**src/rtl/uart_rx.sv**
```systemverilog
// 8N1 UART receiver: two-flop synchroniser, mid-bit sampling from a cycle-count
// baud timer, valid/ack holding register with framing and overrun flags.
module uart_rx #(
  parameter int CLKS_PER_BIT = 10416,
  parameter int HALF_BIT     = CLKS_PER_BIT / 2
) (
  input  logic       clk,
  input  logic       reset,
  input  logic       rxd,
  output logic [7:0] rx_data,
  output logic       rx_valid,
  input  logic       rx_ack,
  output logic       frame_err,
  output logic       overrun,
  output logic       busy
);

  localparam int CW = $clog2(CLKS_PER_BIT);
  localparam logic [CW-1:0] BIT_LAST  = CW'(CLKS_PER_BIT - 1);
  localparam logic [CW-1:0] HALF_LAST = CW'(HALF_BIT - 1);

  localparam logic [2:0] S_IDLE  = 3'd0;
  localparam logic [2:0] S_START = 3'd1;
  localparam logic [2:0] S_DATA  = 3'd2;
  localparam logic [2:0] S_STOP  = 3'd3;
  localparam logic [2:0] S_BREAK = 3'd4;

  logic          sync1_q, rxs_q;
  logic [2:0]    state_q, state_d;
  logic [CW-1:0] cnt_q, cnt_d;
  logic [2:0]    idx_q, idx_d;
  logic [7:0]    shift_q, shift_d;
  logic [7:0]    rx_data_q, rx_data_d;
  logic          rx_valid_q, rx_valid_d;
  logic          frame_err_q, frame_err_d;
  logic          overrun_q, overrun_d;
  logic          good_frame;
  logic          ack_eff;

  always_comb begin
    state_d     = state_q;
    cnt_d       = cnt_q;
    idx_d       = idx_q;
    shift_d     = shift_q;
    rx_data_d   = rx_data_q;
    rx_valid_d  = rx_valid_q;
    frame_err_d = 1'b0;
    overrun_d   = overrun_q;
    good_frame  = 1'b0;
    ack_eff     = rx_ack & rx_valid_q;

    case (state_q)
      S_IDLE: begin
        if (!rxs_q) begin
          state_d = S_START;
          cnt_d   = '0;
        end
      end
      S_START: begin
        if (cnt_q == HALF_LAST) begin
          cnt_d = '0;
          if (!rxs_q) begin
            state_d = S_DATA;
            idx_d   = 3'd0;
          end else begin
            state_d = S_IDLE;
          end
        end else begin
          cnt_d = cnt_q + CW'(1);
        end
      end
      S_DATA: begin
        if (cnt_q == BIT_LAST) begin
          cnt_d          = '0;
          shift_d[idx_q] = rxs_q;
          if (idx_q == 3'd7) state_d = S_STOP;
          else               idx_d   = idx_q + 3'd1;
        end else begin
          cnt_d = cnt_q + CW'(1);
        end
      end
      S_STOP: begin
        if (cnt_q == BIT_LAST) begin
          cnt_d = '0;
          if (rxs_q) begin
            good_frame = 1'b1;
            state_d    = S_IDLE;
          end else begin
            frame_err_d = 1'b1;
            state_d     = S_BREAK;
          end
        end else begin
          cnt_d = cnt_q + CW'(1);
        end
      end
      S_BREAK: begin
        // Hold here so a line stuck low cannot retrigger a start bit.
        if (rxs_q) state_d = S_IDLE;
      end
      default: state_d = S_IDLE;
    endcase

    if (ack_eff) begin
      rx_valid_d = 1'b0;
      overrun_d  = 1'b0;
    end
    // An ack in the same cycle retires the old byte, so no overrun.
    if (good_frame) begin
      rx_data_d  = shift_q;
      rx_valid_d = 1'b1;
      if (rx_valid_q && !rx_ack) overrun_d = 1'b1;
    end
  end

  always_ff @(posedge clk) begin
    if (!reset) begin
      sync1_q     <= 1'b1;
      rxs_q       <= 1'b1;
      state_q     <= S_IDLE;
      cnt_q       <= '0;
      idx_q       <= 3'd0;
      shift_q     <= 8'h00;
      rx_data_q   <= 8'h00;
      rx_valid_q  <= 1'b0;
      frame_err_q <= 1'b0;
      overrun_q   <= 1'b0;
    end else begin
      sync1_q     <= rxd;
      rxs_q       <= sync1_q;
      state_q     <= state_d;
      cnt_q       <= cnt_d;
      idx_q       <= idx_d;
      shift_q     <= shift_d;
      rx_data_q   <= rx_data_d;
      rx_valid_q  <= rx_valid_d;
      frame_err_q <= frame_err_d;
      overrun_q   <= overrun_d;
    end
  end

  assign rx_data   = rx_data_q;
  assign rx_valid  = rx_valid_q;
  assign frame_err = frame_err_q;
  assign overrun   = overrun_q;
  assign busy      = (state_q != S_IDLE);

endmodule

```
**config.mk**
```make
export PLATFORM = sky130hd
export DESIGN_NAME = uart_rx
export DESIGN_NICKNAME = d
export VERILOG_FILES = /design/src/rtl/uart_rx.sv
export SDC_FILE = /design/constraint.sdc
export NUM_CORES = 1
export LEC_CHECK = 0
export CORE_MARGIN = 4
export CORE_UTILIZATION = 50
export DETAILED_ROUTE_END_ITERATION = 12
export GPL_TIMING_DRIVEN = 0
export PLACE_DENSITY = 0.69
export SYNTH_ARGS = -nofsm -noshare
export SYNTH_HDL_FRONTEND = slang
export SYNTH_SLANG_ARGS = --single-unit
```
**constraint.sdc**
```tcl
create_clock -name clk -period 2.9 [get_ports clk]
set_input_delay 0.58 -clock clk [delete_from_list [all_inputs] [get_ports clk]]
set_output_delay 0.58 -clock clk [all_outputs]
set_load 0.01 [all_outputs]
```
==> results.py <==
metrics = {
    "timing": {
        "finalCritPeriodShare_pct": 81.36,
        "clock_skew_ps": 7.660,
        "max-slew-margin-rel_pct": 39.94,
        "hold-worst-slack_ps": 417.4,
        "hold_viol_final": 0,
        "setup_viol": 0,
        "fin_crit_ps": 2359,
        "clock.fmax_mhz": 423.8,
        "fin_tns_setup_ps": 0,
        "finalWorstSetupSlack_ps": 540.6,
        "drv_slew": 0,
        "worst_pin_slew_ps": 892.6,
        "rsz0062_at_grt": "no",
    },
    "cts": {
        "clock_sinks": 41,
        "insertion_delay_ps": 290,
        "cts_max_path_buffers": 2,
        "numCtsBuffers": 5,
        "postCtsSetupRepairBufs": 0,
        "root_buffer": "clkbuf_8",
        "ctsResizeCount": 0,
        "clk_pin_slew_ps": 70,
        "htreeDepth": 2,
        "cts_hold_buf": 0,
        "cts_tree": "built",
    },
    "setup_path": {
        "crit_path_start_kind": "flip-flop",
        "startpoint": "cnt_q[13]$_SDFFE_PN0P_",
        "end_kind": "flip-flop",
        "crit_arrival_ps": 2510,
        "cp_max_fo": 9,
        "crit_path_top_delay_cell": "o21ai_1",
        "crit_path_cell_trace": "or4_1 > nor4_1 > o22ai_2 > o21ai_1 > nor2_1",
        "path_class": "reg2reg",
        "max_stage_delay_ps": 540,
        "cp.required_ps": 3050,
        "r2r_start": "cnt_q[13]$_SDFFE_PN0P_",
    },
    "power_and_ir_drop": {
        "power.density_mw_per_mm2": 420.4,
        "peakVddDrop_v": 0.0002636,
        "p_leak_nw": 0.8614,
        "power.total_mw": 0.9358,
    },
    "synth": {
        "syn_inst": 212,
        "yosysUniqueCellTypes": 46,
        "postSynthAreaPerCell_um2": 9.160,
        "synthMuxAreaShare_pct": 7.732,
        "netlist_area_mm2": 0.001942,
        "ys_seq_elements": 41,
        "synth_top_family_by_area": "simple AND/OR/NAND/NOR gates",
        "synthAdderAreaFrac_pct": 1.933,
        "synth_area_leaders": "dfxtp_1 42%, mux2i_1 7.7%, nor2_1 4.8%",
        "synth_commonest_cells": "41 x dfxtp_1, 25 x nor2_1, 23 x nand2_1, 15 x mux2i_1, 12 x nand3_1",
        "synthXorXnorAreaFrac_pct": 4.059,
        "ys_warn_count": 0,
        "synth_area_leader_cell": "dfxtp_1",
        "synth.net_count": 219,
        "synth_edf_count": 0,
        "yosys_most_used_dff": "dfxtp_1",
        "synthArstFlopShare_pct": 0,
        "synth.most_common_cell": "dfxtp_1",
        "synth_top_area_share_pct": 42.27,
        "synth_compound_area_share_pct": 9.601,
        "ys_seq_area_share_pct": 42.27,
        "post_synth_and_or_nand_nor_area_fraction_pct": 31.64,
    },
    "global_route": {
        "track_usage_pct": 16.96,
        "grt-ovfl-total": 0,
        "grt_max_degree": 12,
        "grt_first_pass_wirelength_um": 6858,
        "antenna_found_initial": 0,
        "grt_pass1_vias": 1512,
    },
    "layout": {
        "layout.nets": 241,
        "area_growth_pct": 14.63,
        "antennaDiodeCount": 0,
        "drive_gt1_share_pct": 6.867,
        "fillers": 346,
        "post-route-util_pct": 59.90,
        "multi_input_area_mm2": 0.001067,
        "stdcell_count": 281,
        "final_cell_area_mm2": 0.002226,
        "seqCellArea_um2": 820.8,
    },
    "floorplan": {
        "num_rows": 22,
        "die-height_um": 70.32,
        "core_mm2": 0.003716,
        "ioPinCount": 16,
        "start_util_pct": 52.26,
        "die_w_um": 70.32,
        "die-area_mm2": 0.004945,
    },
    "drt": {
        "vias": 1596,
        "routed_wl_um": 3932,
        "first_iter_violations": 105,
        "route.detailed.drc": 0,
        "drt-pass1-iter-count": 4,
        "wire_per_inst_um": 13.99,
        "viasPerCell": 5.680,
        "antenna_left": 0,
    },
    "place": {
        "gp_congestion": 0.8436,
        "dp_slack_ps": 444.7,
        "dp_cells": 275,
        "hpwl_um": 2895,
        "io_buffers": 15,
        "postPlaceCellArea_mm2": 0.002152,
    },
    "outcome": {
        "status": "complete, no violations",
    },
    "hold_path": {
        "hold_class": "reg2reg",
        "hp-start": "sync1_q$_SDFF_PN1_",
    },
    "job": {
        "cap_violations": 0,
    },
}
worst paths after layout:
path	to	slack [ps]	cells after the start
setup / recovery	cnt_q[10]$_SDFFE_PN0P_	540	5
hold / removal	rxs_q$_SDFF_PN1_	420	1
setup reg to reg	cnt_q[10]$_SDFFE_PN0P_	540	5
hold reg to reg	rxs_q$_SDFF_PN1_	420	1
routing by layer:
layer  GRT usage (%)  wire length (um)
met1           21.55              1802
met4           5.319                55
met5               0                 0
met2           27.75              1929
met3           4.604               145
cells in the final DEF (no fill, tap or decap), types with 3 or more instances in the layout:
master | Yosys | final
nand2_1 | 23 | 23
clkdlybuf4s50_1 | 0 | 15
inv_1 | 3 | 3
mux2i_1 | 15 | 15
nand4_1 | 5 | 5
nand3_1 | 12 | 12
nor4_1 | 5 | 5
clkbuf_1 | 7 | 7
xor2_1 | 8 | 8
o21ai_0 | 5 | 5
a21oi_1 | 5 | 5
nor2_1 | 25 | 25
and3_1 | 4 | 4
nand2b_1 | 6 | 6
clkbuf_8 | 0 | 5
nor3_1 | 4 | 4
or4_1 | 3 | 3
or4b_1 | 3 | 3
ha_1 | 3 | 3
nand3b_1 | 3 | 3
dfxtp_1 | 41 | 41
where the power goes:
group | internal [mW] | switching (mW)
Clock | 0.158 | 0.177
Combinational | 0.0109 | 0.0228
Sequential | 0.565 | 0.00241
Total | 0.734 | 0.202
flip-flops by register name, indices dropped and copies added, names as in the netlist, named ones only:
| register | count |
|---|---|
| cnt_q | 14 |
| rx_data | 8 |
| shift_q | 8 |
| idx_q | 3 |
| state_q | 3 |
| frame_err | 1 |
| rx_valid | 1 |
| rxs_q | 1 |
| sync1_q | 1 |
critical path, delay by kind of cell, from the launching register on:
family           cells  cell delay, ps
AO/OA/AOI/OAI        2             830
flip-flops           1             340
AND/OR/NAND/NOR      3            1050
area by class of cell:
cell class,count,area share [%]
sequential,41,36.87
inverter,4,0.6745
timing repair buffer,15,6.745
clock inverter,1,0.2248
clock buffer,5,3.092
tap,48,2.698
multi-input combinational,157,47.95
buffer,10,1.743
logic make-up after synthesis:
family	Yosys count
buffers and inverters	14
multiplexers	15
AO/OA/AOI/OAI	22
adder cells (fa/ha/maj)	3
XOR/XNOR	9
flip-flops	41
AND/OR/NAND/NOR	108
No activity file was read; power rests on OpenSTA's default activity.
